### src/rtl/s3_trit_packer_pkg.sv
// Shared definitions for the S3 trit packer: trit codes, base-3 slot
// weights and the packed-length helper used to size absorb counts.
package s3_trit_packer_pkg;

  localparam int TRITS_PER_BYTE = 5;

  // Weight of each slot within a byte, slot 0 is least significant.
  localparam logic [7:0] TRIT_WEIGHTS [TRITS_PER_BYTE] = '{8'd1, 8'd3, 8'd9, 8'd27, 8'd81};

  typedef enum logic [1:0] {
    TRIT_ZERO    = 2'd0,
    TRIT_ONE     = 2'd1,
    TRIT_TWO     = 2'd2,
    TRIT_ILLEGAL = 2'd3
  } trit_t;

  // Number of packed bytes for a frame of n coefficients.
  function automatic int packed_len(input int n);
    return (n + TRITS_PER_BYTE - 1) / TRITS_PER_BYTE;
  endfunction

endpackage

### src/rtl/s3_byte_accumulator.sv
// Base-3 accumulator: holds the slot counter and the partial byte, and
// adds trit*weight for every accepted trit. Signals completion when the
// fifth slot is filled or the caller forces an early finish at frame end.
module s3_byte_accumulator
  import s3_trit_packer_pkg::*;
(
  input  logic       clk,
  input  logic       ovr_rst_n,
  input  logic       accept,
  input  logic [1:0] trit_in,
  input  logic       force_last,
  output logic [7:0] acc_next,
  output logic       complete,
  output logic       illegal
);

  logic [2:0] slot;
  logic [7:0] acc;
  logic [7:0] weight;
  logic [7:0] term;
  trit_t      trit;

  // Weight select, trit scaling and completion detect; code 3 adds nothing.
  always_comb begin
    trit    = trit_t'(trit_in);
    weight  = 8'd0;
    term    = 8'd0;
    illegal = 1'b0;
    case (slot)
      3'd0:    weight = TRIT_WEIGHTS[0];
      3'd1:    weight = TRIT_WEIGHTS[1];
      3'd2:    weight = TRIT_WEIGHTS[2];
      3'd3:    weight = TRIT_WEIGHTS[3];
      3'd4:    weight = TRIT_WEIGHTS[4];
      default: weight = 8'd0;
    endcase
    case (trit)
      TRIT_ONE:     term = weight;
      TRIT_TWO:     term = {weight[6:0], 1'b0};
      TRIT_ILLEGAL: illegal = 1'b1;
      default:      term = 8'd0;
    endcase
    acc_next = acc + term;
    complete = accept & ((slot == 3'(TRITS_PER_BYTE - 1)) | force_last);
  end

  // Slot and partial-byte registers; both restart at zero after each byte.
  always_ff @(posedge clk or negedge ovr_rst_n) begin
    if (!ovr_rst_n) begin
      slot <= 3'd0;
      acc  <= 8'd0;
    end else if (complete) begin
      slot <= 3'd0;
      acc  <= 8'd0;
    end else if (accept) begin
      slot <= slot + 3'd1;
      acc  <= acc_next;
    end
  end

endmodule

### src/rtl/s3_trit_packer.sv
// Packs a stream of mod-3 coefficients into bytes, five trits per byte,
// for the Keccak absorb stage. Keeps the coefficient counter, the single
// output register with its handshake, and the error/done flags.
module s3_trit_packer
  import s3_trit_packer_pkg::*;
#(
  parameter int N  = 701,
  parameter int CW = 10
) (
  input  logic       clk,
  input  logic       ovr_rst_n,
  input  logic       trit_valid,
  input  logic [1:0] trit_in,
  output logic       trit_ready,
  output logic       byte_valid,
  output logic [7:0] byte_out,
  output logic       byte_last,
  input  logic       byte_ready,
  output logic       frame_done,
  output logic       trit_err
);

  localparam logic [CW-1:0] LAST_COEF = CW'(N - 1);

  logic [CW-1:0] coef;
  logic          accept;
  logic          last_coef;
  logic          first_coef;
  logic [7:0]    acc_next;
  logic          acc_complete;
  logic          acc_illegal;

  // A trit may enter whenever the output slot is free or draining this cycle.
  assign trit_ready = ~byte_valid | byte_ready;
  assign accept     = trit_valid & trit_ready;
  assign last_coef  = (coef == LAST_COEF);
  assign first_coef = (coef == '0);

  s3_byte_accumulator u_acc (
    .clk        (clk),
    .ovr_rst_n  (ovr_rst_n),
    .accept     (accept),
    .trit_in    (trit_in),
    .force_last (last_coef),
    .acc_next   (acc_next),
    .complete   (acc_complete),
    .illegal    (acc_illegal)
  );

  // Coefficient position within the frame, wrapping after the last one.
  always_ff @(posedge clk or negedge ovr_rst_n) begin
    if (!ovr_rst_n) begin
      coef <= '0;
    end else if (accept) begin
      coef <= last_coef ? '0 : coef + 1'b1;
    end
  end

  // Output register: a completing trit reloads it even while it drains.
  always_ff @(posedge clk or negedge ovr_rst_n) begin
    if (!ovr_rst_n) begin
      byte_valid <= 1'b0;
      byte_out   <= 8'd0;
      byte_last  <= 1'b0;
    end else if (acc_complete) begin
      byte_valid <= 1'b1;
      byte_out   <= acc_next;
      byte_last  <= last_coef;
    end else if (byte_valid && byte_ready) begin
      byte_valid <= 1'b0;
      byte_last  <= 1'b0;
    end
  end

  // One-cycle pulse following the hand-off of a frame's final byte.
  always_ff @(posedge clk or negedge ovr_rst_n) begin
    if (!ovr_rst_n) begin
      frame_done <= 1'b0;
    end else begin
      frame_done <= byte_valid & byte_ready & byte_last;
    end
  end

  // Sticky illegal-code flag, restarted by the first trit of each frame.
  always_ff @(posedge clk or negedge ovr_rst_n) begin
    if (!ovr_rst_n) begin
      trit_err <= 1'b0;
    end else if (accept) begin
      if (first_coef) begin
        trit_err <= acc_illegal;
      end else if (acc_illegal) begin
        trit_err <= 1'b1;
      end
    end
  end

endmodule

### config.mk
export PLATFORM = sky130hd
export DESIGN_NAME = s3_trit_packer
export DESIGN_NICKNAME = d
export VERILOG_FILES = /design/src/rtl/s3_trit_packer_pkg.sv /design/src/rtl/s3_byte_accumulator.sv /design/src/rtl/s3_trit_packer.sv
export SDC_FILE = /design/constraint.sdc
export NUM_CORES = 1
export LEC_CHECK = 0
export BUFFER_PORTS_ARGS = -buffer_cell sky130_fd_sc_hd__clkbuf_2
export CORE_MARGIN = 2
export CORE_UTILIZATION = 27
export DETAILED_ROUTE_END_ITERATION = 12
export HOLD_SLACK_MARGIN = 0.03
export MAX_ROUTING_LAYER = met4
export PLACE_DENSITY = 0.43
export SLEW_MARGIN = 15
export SYNTH_ARGS = -nofsm -noshare
export SYNTH_HDL_FRONTEND = slang
export SYNTH_SLANG_ARGS = --single-unit
export TNS_END_PERCENT = 5
### constraint.sdc
create_clock -name clk -period 2.3 [get_ports clk]
set_input_delay 0.115 -clock clk [delete_from_list [all_inputs] [get_ports clk]]
set_output_delay 0.115 -clock clk [all_outputs]
set_load 0.005 [all_outputs]
==> results of run 1 <==
layer usage:
| layer | share of wire | wire length [µm] | track usage | up-vias |
|---|---|---|---|---|
| met5 | 0 | 0 | - | - |
| met4 | 0.021 | 91 | 0.0455 | 0 |
| met1 | 0.52 | 2230 | 0.172 | 703 |
| li1 | - | - | - | 748 |
| met3 | 0.023 | 99 | 0.0205 | 8 |
| met2 | 0.43 | 1850 | 0.189 | 21 |
worst max-delay path, delay by kind of cell, from the launching register on:
kind                     cells  cell delay (ns)
flip-flops                   1             0.44
buffers and inverters        2             0.28
AO/OA/AOI/OAI                5             0.98
adder cells (fa/ha/maj)      2             0.40
AND/OR/NAND/NOR              3             0.43
cells by family (layout without fill, tap and decap cells):
group / Yosys count / after routing
simple gates: 69 / 69
mux: 6 / 6
buf+inv: 15 / 61
fa+ha+maj: 18 / 18
flops: 33 / 33
compound gates: 37 / 37
xor+xnor: 12 / 12
worst max-delay path by stage:
stage | slack, ns | startpoint | to
after detailed placement | -0.40 | u_acc.slot[0]$_DFFE_PN0P_ | byte_out[6]$_DFFE_PN0P_
final | -0.33 | u_acc.slot[0]$_DFFE_PN0P_ | byte_out[6]$_DFFE_PN0P_
after CTS | -0.31 | u_acc.slot[0]$_DFFE_PN0P_ | byte_out[6]$_DFFE_PN0P_
after global routing | -0.49 | u_acc.slot[0]$_DFFE_PN0P_ | byte_out[6]$_DFFE_PN0P_
after floorplan | -0.20 | u_acc.slot[0]$_DFFE_PN0P_ | byte_out[6]$_DFFE_PN0P_
after global placement | -0.32 | u_acc.slot[0]$_DFFE_PN0P_ | byte_out[6]$_DFFE_PN0P_
flip-flops by register name, summed over array words and instances (netlist names):
register    flops
byte_last       1
byte_out        8
byte_valid      1
coef           10
frame_done      1
trit_err        1
u_acc.acc       8
u_acc.slot      3
what timing repair did:
item / CTS / global route
pin swaps: 11 / 5
setup endpoints to repair: 13 / 14
hold buffers: 1 / 0
endpoints found under the hold margin: 33 / 0
setup buffers: 2 / 0
resized for setup: 19 / 6
power by group through the flow:
| stage | combinational (W) | clock (W) | sequential [W] |
|---|---|---|---|
| floorplan | 0.000632 | 0 | 0.000898 |
| global placement | 0.00100 | 0 | 0.000918 |
| detailed placement | 0.00100 | 0 | 0.000914 |
| CTS | 0.00113 | 0.000589 | 0.000925 |
| global route | 0.00131 | 0.000614 | 0.000961 |
| finish | 0.00117 | 0.000568 | 0.000928 |
final cells by class:
class | instances | area share
Multi-Input combinational cell | 142 | 0.451
Sequential cell | 33 | 0.330
Timing Repair Buffer | 41 | 0.107
Tap cell | 96 | 0.0479
Clock buffer | 7 | 0.0344
Inverter | 12 | 0.0179
Clock inverter | 1 | 0.0120
through the flow:
| stage | total power [W] | TNS (ns) | setup WS [ns] | cell area (µm²) |
|---|---|---|---|---|
| 2_1_floorplan | 0.00153 | -0.566 | -0.204 | 1930 |
| 3_3_place_gp | 0.00192 | -2.44 | -0.320 | 2260 |
| 3_5_place_dp | 0.00191 | -3.01 | -0.400 | 2260 |
| 4_1_cts | 0.00264 | -2.26 | -0.313 | 2480 |
| 5_1_grt | 0.00288 | -4.42 | -0.488 | 2510 |
| 6_report | 0.00266 | -2.41 | -0.334 | 2510 |
cells in the final DEF, fill, tap and decap left out, drive strengths merged, types with 3 or more instances in the layout:
cell | netlist | final
a21o | 3 | 3
a21oi | 7 | 7
a22o | 6 | 6
and3 | 3 | 3
buf | 2 | 22
clkbuf | 1 | 25
dfrtp | 33 | 33
ha | 17 | 17
inv | 12 | 12
mux2 | 6 | 6
nand2 | 23 | 23
nand3 | 6 | 6
nor2 | 14 | 14
nor3 | 4 | 4
nor3b | 3 | 3
o21a | 3 | 3
o21ai | 6 | 6
o22ai | 4 | 4
o31ai | 3 | 3
or3 | 3 | 3
xnor2 | 6 | 6
xor2 | 6 | 6
==> run metrics, run 1 <==
clock sink count 33; utilization after layout 0.367; Filler Cell Count 736; maximum clock insertion buffer count 2; failing checks setup timing; fraction of power spent switching nets 0.346; count of nets left with antenna violations after detail routing 0; asr flop ratio synth 1.00; depth of the most critical reg-to-reg path 12; internal power 0.00174 W; cell total after placement 321; adder and majority gate portion of the synthesized area 0.121; cell area power density 1060 nW/µm²; clock transition at the registers of the reported paths 0.07 ns; Clock Power Share 0.213; worst slack on hold paths 0.103 ns; total number of vias 1480; Min-Delay Endpoint frame_done$_DFF_PN0_; number of enable flip-flop cells after synthesis 0; first-pass GRT wire length 7350 µm; actual slew at the worst max-slew pin between 0.8 and 0.9 ns; Largest stage delay, worst path 0.44 ns; floorplan die width 88.3 µm; number of antenna violations at the first check in global routing 0; core footprint 6830 µm²; routed vias/inst 4.46; leakage power summed over all cells 1.20 nW; switching power 0.000921 W; slack of the worst reg-to-reg path -0.33 ns; number of endpoints with negative hold slack in the final report 0; cell type contributing the most total cell area after synthesis dfrtp_1; row count 30; cell breakdown of the critical path buf_6, ha_4, nor3_4, o21bai_1, buf_4, and3_1, ha_4, nor2b_2, o31a_1, o21a_1, o21a_1, o31ai_1; arrival time worst endpoint ~2.8 ns; unrepaired setup endpoints after global routing yes; area used by multi-input combinational logic 1130 µm²; element type at the critical path end flop; category of the most critical setup path reg2reg; portion of total power attributed to sequential cells 0.348; dominant combinational cell family by area after synthesis simple AND/OR/NAND/NOR gates; grt total ovfl 0; hold wc startpoint byte_ready; synth cell count leaders dfrtp_1, nand2_1, ha_1; fraction of the mapped netlist area in compound gates 0.137; final net count 259; Maximum Capacitance Violations 0; Clock Skew 0.00820 ns; Yosys Warn Count 0; input/output buffers 18; Top Ports 19; total CTS buffers 5; worst-path cell with the longest stage delay dfrtp_2; final antenna diode count 0; biggest fanout along the worst timing path 4; Final Setup Violations 12; flip-flop and latch count after synthesis 33; mean post-synth cell area 10.1 µm²; total iterations of the first detailed-routing run 4; maximum number of pins on one net before global-route repair 34; sequential standard cell area 827 µm²; relative area change from synthesis to final layout 30.8%; Worst setup SP type flop; Final Routed Wirelength 4270 µm; cell count after synthesis 190; IR drop worst, VDD 382 µV; Final period util 1.15; Final GP Congestion 0.838; GRT Resource Usage Total 0.126; simple-gate portion of the synthesized area 0.181; die area 7800 µm²; multiplexer share of the synthesized area 0.0391; Post-Synth XOR/XNOR Area 0.0548; Worst Path Required 2.49 ns; final cell count without fillers approximately 330; area share of the largest cell type after synthesis 0.430; layout cells sized above 1 0.352; number of pins with negative max-slew slack in the final report 0; clock root buffer clkbuf_8; result of the run complete, but fails checks; Max Fclk 380 MHz; number of DRC violations after detailed-routing iteration 0 57; number of cells on the worst hold path 2; worst flop-to-flop path endpoint byte_out[6]$_DFFE_PN0P_; dominant synthesized flop cell dfrtp_1; via count of the first global-routing pass around 1500; register area share after synthesis 0.430; CTS HTree Levels 2; minimum clock period after layout 2.63 ns; HP Class in2reg; Syn Std Cell Area 1920 µm²; vertical die dimension 88.3 µm; post-DP HPWL between 3000 and 4000 µm; synthesized netlist net count 214; most area-consuming cells after synthesis dfrtp_1, ha_1, nand2_1; post-layout worst setup margin -0.334 ns; clock tree from TritonCTS done; Initial Utilization 0.281; DRC violation count after routing 0; normalized max-slew margin 0.441; reg-to-reg startpoint u_acc.slot[0]$_DFFE_PN0P_; most common cell in the synthesized netlist dfrtp_1; number of distinct library cell variants in the gate-level netlist after synthesis 42; Skew-Pair Late Insertion Delay 0.28 ns; share of power burned in combinational logic 0.438; Routed WL per cell 12.9 µm
Note: power is estimated with default switching activity, not from simulation.
==> run 2, diff against run 1 <==
--- a/config.mk
+++ b/config.mk
@@ -6,8 +6,10 @@
 export NUM_CORES = 1
 export LEC_CHECK = 0
 export BUFFER_PORTS_ARGS = -buffer_cell sky130_fd_sc_hd__clkbuf_2
+export CORE_ASPECT_RATIO = 1.5
 export CORE_MARGIN = 2
 export CORE_UTILIZATION = 27
+export CTS_CLUSTER_DIAMETER = 150
 export DETAILED_ROUTE_END_ITERATION = 12
 export HOLD_SLACK_MARGIN = 0.03
 export MAX_ROUTING_LAYER = met4
==> run metrics, run 2 (synthesis gave the netlist of run 1 again) <==
result of the run complete, but fails checks; failing checks setup timing; placement-stage cell area 2250 µm² (-0.33%); post-layout worst setup margin -0.312 ns (+0.0216 ns); input/output buffers 18 (unchanged); CTS HTree Levels 2 (unchanged); final net count 263 (+1.5%); total non-filler cell area in the finished layout 2500 µm² (-0.30%); register ranked first by flip-flop count coef; clock sink count 33 (unchanged); Initial Utilization 0.278 (-0.00270); commonest cells after routing, fill and taps aside dfrtp_1, buf_4, nand2_1; DRC violation count after routing 0 (unchanged); Final GP Congestion 0.825 (-1.6%); number of endpoints with negative hold slack in the final report 0 (unchanged); largest registers coef: 10 flops, byte_out: 8 flops, u_acc.acc: 8 flops; total CTS buffers 5 (unchanged); biggest fanout along the worst timing path 5 (+1); final antenna diode count 0 (unchanged); share of power burned in combinational logic 0.457 (+0.019); sequential standard cell area 828 µm² (+0.15%); number of DRC violations after detailed-routing iteration 0 35 (-39%); number of flip-flops under the largest register name 10 (unchanged); layout cells sized above 1 0.368 (+0.0165); floorplan die width 72.8 µm (-18%); routed vias/inst 4.73 (+6.0%); area used by multi-input combinational logic 1140 µm² (+0.99%); GRT Resource Usage Total 0.131 (+0.00505); internal power 0.00166 W (-4.8%); Clock Skew 0.0106 ns (+0.00236 ns); switching power 0.000942 W (+2.3%); actual slew at the worst max-slew pin 0.876 ns (+0.0375 ns); maximum number of pins on one net before global-route repair 34 (unchanged); grt total ovfl 0 (unchanged); maximum clock insertion buffer count 2 (unchanged); core footprint 6900 µm² (+0.97%); via count of the first global-routing pass 1527 (+3.1%); vertical die dimension 107 µm (+21%); depth of the most critical reg-to-reg path 11 (-1); clock tree from TritonCTS done; HP Class in2reg; Filler Cell Count 695 (-5.6%); element type at the critical path end flop; post-DP HPWL 3360 µm (+7.9%); Skew-Pair Late Insertion Delay 0.29 ns (about the same); Worst setup SP type flop; row count 37 (+23%); total iterations of the first detailed-routing run 6 (+2); Maximum Capacitance Violations 0 (unchanged); leakage power summed over all cells 1.20 nW (about the same); Final Setup Violations 12 (unchanged); Worst Path Required 2.50 ns (about the same); first-pass GRT wire length 7560 µm (+2.9%); die area 7810 µm² (+0.18%); count of nets left with antenna violations after detail routing 0 (unchanged); Clock Power Share 0.177 (-0.036); number of antenna violations at the first check in global routing 0 (unchanged); Final Routed Wirelength 4490 µm (+5.2%); relative area change from synthesis to final layout 30.4%; Routed WL per cell 14.2 µm (+10%); Top Ports 19 (unchanged); fraction of power spent switching nets 0.362 (+0.0164); most common library cell in the layout ignoring fill and taps dfrtp_1; cell area power density 1040 nW/µm² (-2.1%); Final period util 1.14 (-0.00941); arrival time worst endpoint 2.81 ns (-0.02 ns); clock transition at the registers of the reported paths 0.08 ns (about the same); number of cells on the worst hold path 2 (unchanged); normalized max-slew margin 0.416 (-0.0250); number of pins with negative max-slew slack in the final report 0 (unchanged); category of the most critical setup path reg2reg; total number of vias 1498 (+1.2%); clock root buffer clkbuf_8; minimum clock period after layout 2.61 ns (-0.0216 ns); portion of total power attributed to sequential cells 0.365 (+0.017); worst slack on hold paths 0.0986 ns (-0.00401 ns); unrepaired setup endpoints after global routing yes; Max Fclk 383 MHz (+0.83%); IR drop worst, VDD 306 µV (-20%)
run 2: per-stage QoR:
| stage | power (W) | worst slack, ns | utilization | setup TNS [ns] | cells |
|---|---|---|---|---|---|
| global placement | 0.00197 | -0.351 | 0.327 | -2.78 | 305 |
| floorplan | 0.00153 | -0.204 | - | -0.566 | 190 |
| global route | 0.00281 | -0.513 | 0.363 | -4.54 | 317 |
| finish | 0.00260 | -0.312 | 0.363 | -2.27 | 317 |
| CTS | 0.00257 | -0.340 | 0.356 | -2.69 | 316 |
| detailed placement | 0.00197 | -0.373 | 0.327 | -3.16 | 305 |
run 2: area by class of cell:
| cell class | instances | area share |
|---|---|---|
| clock buffer | 7 | 0.0345 |
| inverter | 12 | 0.0190 |
| multi-input combinational | 142 | 0.457 |
| sequential | 33 | 0.331 |
| tap | 78 | 0.0390 |
| timing repair buffer | 45 | 0.120 |
run 2: repair_timing:
action | CTS | global route
buffers inserted | 3 | 1
endpoints found under the setup margin | 12 | 13
pin swaps | 11 | 13
resized for setup | 19 | 9
hold buffers | 1 | 0
endpoints found under the hold margin | 33 | 0
run 2: path summary, 6_finish.rpt:
| path | from | to | slack [ns] |
|---|---|---|---|
| worst max register to register | u_acc.slot[1]$_DFFE_PN0P_ | u_acc.acc[6]$_DFFE_PN0P_ | -0.31 |
| worst min-delay path | byte_ready | frame_done$_DFF_PN0_ | 0.1 |
| min in group asynchronous | ovr_rst_n | coef[3]$_DFFE_PN0P_ | 0.47 |
| worst min register to register | byte_out[7]$_DFFE_PN0P_ | byte_out[7]$_DFFE_PN0P_ | 0.48 |
| max in group asynchronous | ovr_rst_n | u_acc.slot[1]$_DFFE_PN0P_ | 1.22 |
| worst max-delay path | u_acc.slot[1]$_DFFE_PN0P_ | u_acc.acc[6]$_DFFE_PN0P_ | -0.31 |
run 2: power groups by stage:
stage | Clock (W) | Combinational [W] | Sequential, W
floorplan | 0 | 0.000632 | 0.000898
global placement | 0 | 0.00104 | 0.000927
detailed placement | 0 | 0.00104 | 0.000935
CTS | 0.000473 | 0.00116 | 0.000944
global route | 0.000501 | 0.00133 | 0.000977
finish | 0.000461 | 0.00119 | 0.000949
run 2: routing by layer:
metal | share of wire | track usage | up-vias
met1 | 0.46 | 0.162 | 718
li1 | - | - | 759
met5 | 0 | - | -
met4 | 0.016 | 0.0476 | 0
met2 | 0.51 | 0.214 | 15
met3 | 0.014 | 0.0225 | 6
run 2: critical path, stage by stage, from the launching register on:
cell and delay (ns):
dfrtp_2 0.45, ha_2 0.22, ha_1 0.20, a21oi_1 0.21
nand3b_1 0.14, a21oi_1 0.10, ha_1 0.35, o21a_1 0.13
o31a_1 0.11, o21a_1 0.19, o21a_1 0.21, o31ai_1 0.23
==> run 3, diff against run 2 <==
--- a/config.mk
+++ b/config.mk
@@ -6,6 +6,8 @@
 export NUM_CORES = 1
 export LEC_CHECK = 0
 export BUFFER_PORTS_ARGS = -buffer_cell sky130_fd_sc_hd__clkbuf_2
+export CELL_PAD_IN_SITES_DETAIL_PLACEMENT = 1
+export CELL_PAD_IN_SITES_GLOBAL_PLACEMENT = 1
 export CORE_ASPECT_RATIO = 1.5
 export CORE_MARGIN = 2
 export CORE_UTILIZATION = 27
@@ -13,7 +15,7 @@
 export DETAILED_ROUTE_END_ITERATION = 12
 export HOLD_SLACK_MARGIN = 0.03
 export MAX_ROUTING_LAYER = met4
-export PLACE_DENSITY = 0.43
+export PLACE_DENSITY = 0.52
 export SLEW_MARGIN = 15
 export SYNTH_ARGS = -nofsm -noshare
 export SYNTH_HDL_FRONTEND = slang
==> run metrics, run 3 (synthesis gave the netlist of run 1 again) <==
grt total ovfl 0 (unchanged); Worst setup SP type flop; element type at the critical path end flop; share of power burned in combinational logic 0.448 (-0.009); clock tree from TritonCTS done; input/output buffers 18 (unchanged); Final GP Congestion 0.789 (-4.3%); total iterations of the first detailed-routing run 4 (-2); number of DRC violations after detailed-routing iteration 0 32 (-8.6%); register ranked first by flip-flop count coef; total CTS buffers 5 (unchanged); clock transition at the registers of the reported paths 0.08 ns (about the same); Final Routed Wirelength 4770 µm (+6.1%); post-layout worst setup margin -0.435 ns (-0.123 ns); most common library cell in the layout ignoring fill and taps dfrtp_1; cell area power density 1050 nW/µm² (+1.3%); number of endpoints with negative hold slack in the final report 0 (unchanged); Initial Utilization 0.278 (unchanged); final cell count without fillers 317 (unchanged); maximum clock insertion buffer count 2 (unchanged); Final Setup Violations 12 (unchanged); normalized max-slew margin 0.433 (+0.0164); post-DP HPWL 3670 µm (+9.1%); fraction of power spent switching nets 0.359 (-0.00275); category of the most critical setup path reg2reg; DRC violation count after routing 0 (unchanged); via count of the first global-routing pass 1630 (+6.7%); routed vias/inst 4.80 (+1.6%); arrival time worst endpoint 2.93 ns (+0.12 ns); Clock Skew 0.00597 ns (-0.00459 ns); result of the run complete, but fails checks; count of nets left with antenna violations after detail routing 0 (unchanged); number of antenna violations at the first check in global routing 0 (unchanged); biggest fanout along the worst timing path 4 (-1); maximum number of pins on one net before global-route repair 34 (unchanged); post-placement worst setup slack -0.434 ns (-0.0616 ns); switching power 0.000935 W (-0.71%); GRT Resource Usage Total 0.140 (+0.00884); unrepaired setup endpoints after global routing yes; Top Ports 19 (unchanged); largest registers coef: 10 flops, byte_out: 8 flops, u_acc.acc: 8 flops; Final period util 1.19 (+0.0535); worst-path cell with the longest stage delay dfrtp_1; cell breakdown of the critical path inv_2, ha_4, nor3_2, o21bai_1, buf_4, and3_1, ha_4, nor2b_2, o31a_1, o21a_1, o21a_1, o31ai_1; clock sink count 33 (unchanged); actual slew at the worst max-slew pin 0.851 ns (-0.0246 ns); final antenna diode count 0 (unchanged); Max Fclk 366 MHz (-4.5%); utilization after layout 0.358 (-0.00435); failing checks setup timing; Skew-Pair Late Insertion Delay 0.29 ns (about the same); final net count 262 (-0.38%); Worst Path Required 2.50 ns (about the same); minimum clock period after layout 2.74 ns (+0.123 ns); die area 7810 µm² (unchanged); cell total after placement 306 (+0.33%); number of flip-flops under the largest register name 10 (unchanged); row count 37 (unchanged); Routed WL per cell 15.0 µm (+6.1%); IR drop worst, VDD 311 µV (+1.7%); Filler Cell Count 803 (+16%); CTS HTree Levels 2 (unchanged); layout cells sized above 1 0.347 (-0.0209); HP Class in2reg; setup TNS -2.48 ns (-0.212 ns); floorplan die width 72.8 µm (unchanged); portion of total power attributed to sequential cells 0.358 (-0.007); Maximum Capacitance Violations 0 (unchanged); number of pins with negative max-slew slack in the final report 0 (unchanged); clock root buffer clkbuf_8; leakage power summed over all cells 1.20 nW (+0.31%); commonest cells after routing, fill and taps aside dfrtp_1, buf_4, nand2_1; total number of vias 1522 (+1.6%); core footprint 6900 µm² (unchanged); Largest stage delay, worst path 0.43 ns (-0.02 ns); relative area change from synthesis to final layout 28.8%; vertical die dimension 107 µm (unchanged); Clock Power Share 0.193 (+0.016); internal power 0.00167 W (+0.48%); first-pass GRT wire length 8080 µm (+6.8%)
-- run 3: critical path, delay by kind of cell, from the launching register on --
kind,cells,cell delay [ns]
AOI/OAI and AO/OA,5,1.07
adders and majority gates,2,0.41
buffers and inverters,2,0.22
DFF,1,0.43
and+or+nand+nor,3,0.53
-- run 3: what timing repair did --
action                     4_1_cts  5_1_grt
hold endpoints to repair        33        0
resized for setup                7       14
hold buffers                     1        0
setup buffers                    1        1
setup endpoints to repair       13       14
pin swaps                        5        7
-- run 3: cell type report --
cell class,instances,area (µm²),area share
Clock buffer,7,96.3,0.0390
Clock inverter,1,5.00,0.00202
Inverter,12,45.0,0.0182
Multi-Input combinational cell,142,1110,0.449
Sequential cell,33,826,0.334
Tap cell,78,97.6,0.0395
Timing Repair Buffer,44,292,0.118
-- run 3: path summary, 6_finish.rpt --
kind	endpoint	slack, ns	from	cells after the start
max reg2reg	byte_out[6]$_DFFE_PN0P_	-0.44	u_acc.slot[0]$_DFFE_PN0P_	12
min	frame_done$_DFF_PN0_	0.11	byte_ready	2
max	byte_out[6]$_DFFE_PN0P_	-0.44	u_acc.slot[0]$_DFFE_PN0P_	12
min in group asynchronous	coef[4]$_DFFE_PN0P_	0.47	ovr_rst_n	2
max in group asynchronous	byte_out[3]$_DFFE_PN0P_	1.30	ovr_rst_n	2
min reg2reg	byte_out[7]$_DFFE_PN0P_	0.48	byte_out[7]$_DFFE_PN0P_	2
-- run 3: routing by layer --
layer / wire length [µm] / vias to the layer above / GRT usage
met5: 0 / - / -
met4: 72 / 0 / 0.0437
met3: 104 / 6 / 0.0225
met2: 2610 / 11 / 0.245
met1: 1980 / 751 / 0.162
li1: - / 754 / -
-- run 3: power groups by stage --
stage	registers [W]	logic, W	clock network [W]
2_1_floorplan	0.000898	0.000632	0
6_report	0.000932	0.00117	0.000503
3_3_place_gp	0.000929	0.00105	0
3_5_place_dp	0.000933	0.00106	0
5_1_grt	0.000964	0.00131	0.000547
4_1_cts	0.000926	0.00113	0.000518
-- run 3: per-stage QoR --
stage               cell area (µm²)  hold slack (ns)  total power, W
floorplan                      1930           -0.181         0.00153
global placement               2260            0.283         0.00198
detailed placement             2260            0.275         0.00200
CTS                            2420            0.103         0.00257
global route                   2470            0.101         0.00282
finish                         2470            0.108         0.00260
